## config.mk

```make
export PLATFORM = sky130hd
export DESIGN_NAME = pc_call_stack_flat
export DESIGN_NICKNAME = d
export VERILOG_FILES = /design/src/rtl/pc_call_stack_if.sv /design/src/rtl/pc_call_stack.sv /design/src/flat_wrapper.sv
export SDC_FILE = /design/constraint.sdc
export NUM_CORES = 1
export LEC_CHECK = 0
export ABC_AREA = 1
export CAP_MARGIN = 20
export CELL_PAD_IN_SITES_DETAIL_PLACEMENT = 0
export CELL_PAD_IN_SITES_GLOBAL_PLACEMENT = 2
export CORE_ASPECT_RATIO = 1.2
export CORE_MARGIN = 2
export CORE_UTILIZATION = 31
export DETAILED_ROUTE_END_ITERATION = 8
export PLACE_DENSITY = 0.82
export SETUP_SLACK_MARGIN = 0.1
export SLEW_MARGIN = 25
export SYNTH_ARGS = -nofsm -noshare
export SYNTH_HDL_FRONTEND = slang
export SYNTH_SLANG_ARGS = --single-unit
```

## constraint.sdc

```tcl
create_clock -name clk -period 2.2 [get_ports clk]
set_input_delay 0.33 -clock clk [delete_from_list [all_inputs] [get_ports clk]]
set_output_delay 0.33 -clock clk [all_outputs]
set_load 0.02 [all_outputs]
```

## src/rtl/pc_call_stack_if.sv

```systemverilog
// Control-unit to program-counter bus: redirect/call/return requests in,
// current instruction address and call-stack status out.
interface pc_call_stack_if #(
  parameter int ADDR_W      = 8,
  parameter int STACK_DEPTH = 4
);
  localparam int LVL_W = $clog2(STACK_DEPTH + 1);

  logic              stall;
  logic              jump;
  logic [ADDR_W-1:0] jump_adr;
  logic              branch;
  logic [ADDR_W-1:0] branch_adr;
  logic              call;
  logic [ADDR_W-1:0] call_adr;
  logic              ret;
  logic [ADDR_W-1:0] address;
  logic [LVL_W-1:0]  stack_level;
  logic              stack_overflow;
  logic              stack_underflow;

  // Control unit side: issues requests, observes the PC and stack status
  modport master (
    output stall, jump, jump_adr, branch, branch_adr, call, call_adr, ret,
    input  address, stack_level, stack_overflow, stack_underflow
  );

  // Program counter side: consumes requests, drives the PC and stack status
  modport slave (
    input  stall, jump, jump_adr, branch, branch_adr, call, call_adr, ret,
    output address, stack_level, stack_overflow, stack_underflow
  );
endinterface

```

## src/rtl/pc_call_stack.sv

```systemverilog
// Program counter with jump/branch redirect, stall, and a hardware
// call/return stack. Every output is a register; requests take effect
// on the address one clock after they are sampled.
module pc_call_stack #(
  parameter int ADDR_W      = 8,
  parameter int STACK_DEPTH = 4,
  parameter int RESET_ADDR  = 0
) (
  input  logic               clk,
  input  logic               reset,
  pc_call_stack_if.slave     bus
);
  localparam int LVL_W = $clog2(STACK_DEPTH + 1);
  localparam int PTR_W = (STACK_DEPTH > 1) ? $clog2(STACK_DEPTH) : 1;
  localparam logic [LVL_W-1:0] FULL_LEVEL = LVL_W'(STACK_DEPTH);
  localparam logic [ADDR_W-1:0] RESET_PC = ADDR_W'(RESET_ADDR);

  // Return-address storage sized to a power of two so any pointer value is in range
  logic [ADDR_W-1:0] stack_mem [2**PTR_W];

  logic [ADDR_W-1:0] pc_q, pc_d, pc_inc;
  logic [LVL_W-1:0]  level_q, level_d;
  logic              ovf_q, ovf_d;
  logic              unf_q, unf_d;
  logic              push_en;
  logic [PTR_W-1:0]  top_idx;
  logic [PTR_W-1:0]  push_idx;

  assign pc_inc   = pc_q + 1'b1;
  assign top_idx  = PTR_W'(level_q - 1'b1);
  assign push_idx = PTR_W'(level_q);

  // Next-state selection in priority order: stall, ret, call, jump, branch, increment
  always_comb begin
    pc_d    = pc_q;
    level_d = level_q;
    ovf_d   = ovf_q;
    unf_d   = unf_q;
    push_en = 1'b0;
    if (!bus.stall) begin
      if (bus.ret) begin
        if (level_q != '0) begin
          pc_d    = stack_mem[top_idx];
          level_d = level_q - 1'b1;
        end else begin
          pc_d  = pc_inc;
          unf_d = 1'b1;
        end
      end else if (bus.call) begin
        if (level_q < FULL_LEVEL) begin
          push_en = 1'b1;
          pc_d    = bus.call_adr;
          level_d = level_q + 1'b1;
        end else begin
          pc_d  = pc_inc;
          ovf_d = 1'b1;
        end
      end else if (bus.jump) begin
        pc_d = bus.jump_adr;
      end else if (bus.branch) begin
        pc_d = bus.branch_adr;
      end else begin
        pc_d = pc_inc;
      end
    end
  end

  // PC, stack depth and sticky error flags, with synchronous active-low reset
  always_ff @(posedge clk) begin
    if (!reset) begin
      pc_q    <= RESET_PC;
      level_q <= '0;
      ovf_q   <= 1'b0;
      unf_q   <= 1'b0;
    end else begin
      pc_q    <= pc_d;
      level_q <= level_d;
      ovf_q   <= ovf_d;
      unf_q   <= unf_d;
    end
  end

  // Push the return address; contents need no reset since only valid entries are read
  always_ff @(posedge clk) begin
    if (reset && push_en) begin
      stack_mem[push_idx] <= pc_inc;
    end
  end

  assign bus.address         = pc_q;
  assign bus.stack_level     = level_q;
  assign bus.stack_overflow  = ovf_q;
  assign bus.stack_underflow = unf_q;
endmodule

```

## src/flat_wrapper.sv

```systemverilog
// flat-port wrapper written by rule: the top's interface ports become plain ports
module pc_call_stack_flat 
#(
  parameter int ADDR_W      = 8,
  parameter int STACK_DEPTH = 4,
  parameter int RESET_ADDR  = 0
)
  (clk, reset, bus_stall, bus_jump, bus_jump_adr, bus_branch, bus_branch_adr, bus_call, bus_call_adr, bus_ret, bus_address, bus_stack_level, bus_stack_overflow, bus_stack_underflow);
  pc_call_stack_if #(.ADDR_W(ADDR_W), .STACK_DEPTH(STACK_DEPTH)) bus_i ();
  input  logic clk;
  input  logic reset;
  input wire logic [$bits(bus_i.stall)-1:0] bus_stall;
  input wire logic [$bits(bus_i.jump)-1:0] bus_jump;
  input wire logic [$bits(bus_i.jump_adr)-1:0] bus_jump_adr;
  input wire logic [$bits(bus_i.branch)-1:0] bus_branch;
  input wire logic [$bits(bus_i.branch_adr)-1:0] bus_branch_adr;
  input wire logic [$bits(bus_i.call)-1:0] bus_call;
  input wire logic [$bits(bus_i.call_adr)-1:0] bus_call_adr;
  input wire logic [$bits(bus_i.ret)-1:0] bus_ret;
  output wire logic [$bits(bus_i.address)-1:0] bus_address;
  output wire logic [$bits(bus_i.stack_level)-1:0] bus_stack_level;
  output wire logic [$bits(bus_i.stack_overflow)-1:0] bus_stack_overflow;
  output wire logic [$bits(bus_i.stack_underflow)-1:0] bus_stack_underflow;
  assign bus_i.stall = bus_stall;
  assign bus_i.jump = bus_jump;
  assign bus_i.jump_adr = bus_jump_adr;
  assign bus_i.branch = bus_branch;
  assign bus_i.branch_adr = bus_branch_adr;
  assign bus_i.call = bus_call;
  assign bus_i.call_adr = bus_call_adr;
  assign bus_i.ret = bus_ret;
  assign bus_address = bus_i.address;
  assign bus_stack_level = bus_i.stack_level;
  assign bus_stack_overflow = bus_i.stack_overflow;
  assign bus_stack_underflow = bus_i.stack_underflow;
  pc_call_stack #(.ADDR_W(ADDR_W), .STACK_DEPTH(STACK_DEPTH), .RESET_ADDR(RESET_ADDR)) u_core (.clk(clk), .reset(reset), .bus(bus_i));
endmodule
```

==> results.cfg <==
[synth]
synth_area_sq_um = 2556
synth_top_cell_area_share = 0.3759
synth_warnings = 0
synthArstFlopShare = 0
synth-edff-count = 32
netlist_instances = 323
synth.top_cells.by_count = nand2_1, nor2_1, nand3_1, edfxtp_1, o21ai_0
synth.area.top_cells = edfxtp_1, nand2_1, dfxtp_1, nand3_1, nor2_1
synth_fp_nets = 360
yosys_register_bits = 45
synth_ff_type = edfxtp_1
syn_avg_cell_area_sq_um = 7.914
ys_seq_area_frac = 0.4777
synth.most_common_cell = nand2_1
synth_cell_type_count = 25
yosysTopAreaCell = edfxtp_1

[global_route]
grt_pass1_wl_mm = 12.07
grt_pass1_vias = 2263
grt_max_degree = 22
grt_antenna_before_repair = 0
gr-usage-all-layers = 0.1790
grt_overflow = 0

[sta]
fin_worst_skew_ns = 0.007554
slew_headroom = 0.7709
timing_hold_violations_final = 0
worst_slack_ns = 0.2829
setup-tns-final_ns = 0
setup-violations-final = 0
fin_crit_ns = 1.917
rsz0062_at_grt = no
tightest_slew_ns = 0.3426
drv_slew = 0
post-route-period-util = 0.8714
timing.fmax_ghz = 0.5216

[placement]
port_buffers = 43
pre_cts_ws_ns = 0.2466
place_hpwl_mm = 6.054
placedCellCount = 465
place_area_sq_um = 3142
gp_congestion = 0.8480

[pwr]
p_int_mw = 1.397
finalPower_mw = 2.038
clkPwrFrac = 0.232
power_leakage_nw = 1.304
p_per_area_nw_per_um2 = 632.1
p_comb_frac = 0.287
switchingPower_uw = 641.5
p_sw_frac = 0.3147
pwr-share-seq = 0.482
peakVddDrop_uv = 195.1

[worst_setup_path]
arrival_ns = 1.59
cp_cell_sequence = buf_4 -> clkdlybuf4s50_1
start_kind = flip-flop
required_ns = 1.87
worst-r2r-setup-slack_ns = 0.49
path_max_fanout = 21
critPathMaxStageDelay_ns = 0.65
critPathKind = flip-flop to output port
cp-end-kind = output port
critPathSlowestCell = clkdlybuf4s50_1

[final_layout]
multiInputGateArea_sq_um = 1117
syn_to_final_growth_pct = 26.14
register_area_sq_um = 1221
fin_area_sq_um = 3224
n_antenna_cell = 0
drive_above_1_share = 0.1058
instances_no_fill = 473
n_fill_cell = 837
nNetsFinal = 414

[clock_network]
root_buffer = clkbuf_8
cts_hold_buf = 0
clkTransAtPathRegs_ns = 0.08
cts_sinks = 45
clockBufferDepth = 2
numCtsBuffers = 5
clock_latency_ns = 0.29
cts_tree = built
ctsHtreeMaxLevel = 2
cts_resized = 0
post_cts_buffers = 0

[detailed_routing]
via_per_inst = 4.869
drtIter0Drc = 107
drtAntennaViolNets = 0
vias = 2303
wirelength_mm = 7.519
drc = 0
firstDrtPassIters = 4
routedWlPerCell_microns = 15.90

[run_status]
status = finished, final reports clean

[die]
io_pins = 44
start_util = 0.3170
fp.dieW_microns = 86.90
die_height_microns = 103.5
core_area_sq_um = 8063
dieArea_sq_um = 8991
row_count = 36

[run]
drv_cap = 0

[worst_hold_path]
hold_class = flip-flop to flip-flop
-- cell families after synthesis --
group,count (synthesis),share of synthesized area
simple gates,164,0.2736
compound gates,64,0.1341
flops,45,0.4777
buf+inv,44,0.08517
fa+ha+maj,6,0.02937
-- critical path, delay by kind of cell, from the launching register on --
family	cells	cell delay, ns
buffers and inverters	2	0.92
DFF	1	0.37
-- layout make-up --
| type | count | share of cell area |
|---|---|---|
| Sequential cell | 45 | 0.3787 |
| Multi-Input combinational cell | 234 | 0.3465 |
| Timing Repair Buffer | 62 | 0.1777 |
| Tap cell | 95 | 0.03686 |
| Inverter | 29 | 0.03454 |
| Clock buffer | 6 | 0.02251 |
| Clock inverter | 2 | 0.003104 |
-- through the flow --
stage                     hold slack, ns    util
final                             0.5312  0.3999
after global routing              0.5526  0.3999
after CTS                         0.5338  0.3999
after detailed placement          0.5082  0.3897
after global placement            0.5238  0.3897
after floorplan                   0.4811       -
-- power groups by stage --
stage          clock, mW  sequential [mW]  combinational (mW)
6_report           0.473            0.982               0.584
5_1_grt            0.523            0.986               0.658
4_1_cts            0.484            0.982               0.591
3_5_place_dp           0             1.00               0.588
3_3_place_gp           0             1.00               0.591
2_1_floorplan          0             1.02               0.321
-- flip-flops by register name (all words and copies together), names as in the netlist --
| register | count |
|---|---|
| u_core.bus.stack_underflow | 1 |
| u_core.stack_mem | 32 |
| u_core.bus.address | 8 |
| u_core.bus.stack_overflow | 1 |
| u_core.bus.stack_level | 3 |
-- final timing paths --
path | start | end | cells after the start
setup / recovery | u_core.bus.stack_level[0]$_SDFFE_PN0P_ | bus_stack_level[0] | 2
hold / removal | u_core.bus.stack_underflow$_SDFFE_PN0P_ | u_core.bus.stack_underflow$_SDFFE_PN0P_ | 2
setup reg to reg | u_core.bus.stack_level[0]$_SDFFE_PN0P_ | u_core.bus.address[4]$_SDFFE_PN0N_ | 8
hold reg to reg | u_core.bus.stack_underflow$_SDFFE_PN0P_ | u_core.bus.stack_underflow$_SDFFE_PN0P_ | 2
-- cells in the final DEF, fill, tap and decap left out --
| cell type | instances |
|---|---|
| a21oi_1 | 23 |
| a21oi_2 | 1 |
| a311oi_1 | 1 |
| a31oi_1 | 3 |
| buf_4 | 19 |
| clkbuf_1 | 1 |
| clkbuf_8 | 5 |
| clkdlybuf4s50_1 | 43 |
| clkinv_2 | 2 |
| dfxtp_1 | 13 |
| edfxtp_1 | 32 |
| ha_1 | 6 |
| inv_1 | 26 |
| inv_2 | 2 |
| inv_4 | 1 |
| nand2_1 | 75 |
| nand2_2 | 3 |
| nand3_1 | 33 |
| nand4_1 | 3 |
| nor2_1 | 43 |
| nor2_2 | 5 |
| nor2_4 | 2 |
| o211ai_1 | 4 |
| o21ai_0 | 27 |
| o21ai_1 | 4 |
| o22ai_1 | 1 |
-- routing by layer --
layer,part of all wire,vias up,routed length [microns],global-route usage
li1,-,1184,-,-
met2,0.51,63,3872,0.3318
met1,0.43,1046,3201,0.2199
met3,0.041,10,308,0.01667
met4,0.018,0,136,0.05168
met5,0,-,0,0
Power figures use the tool's default switching activity.
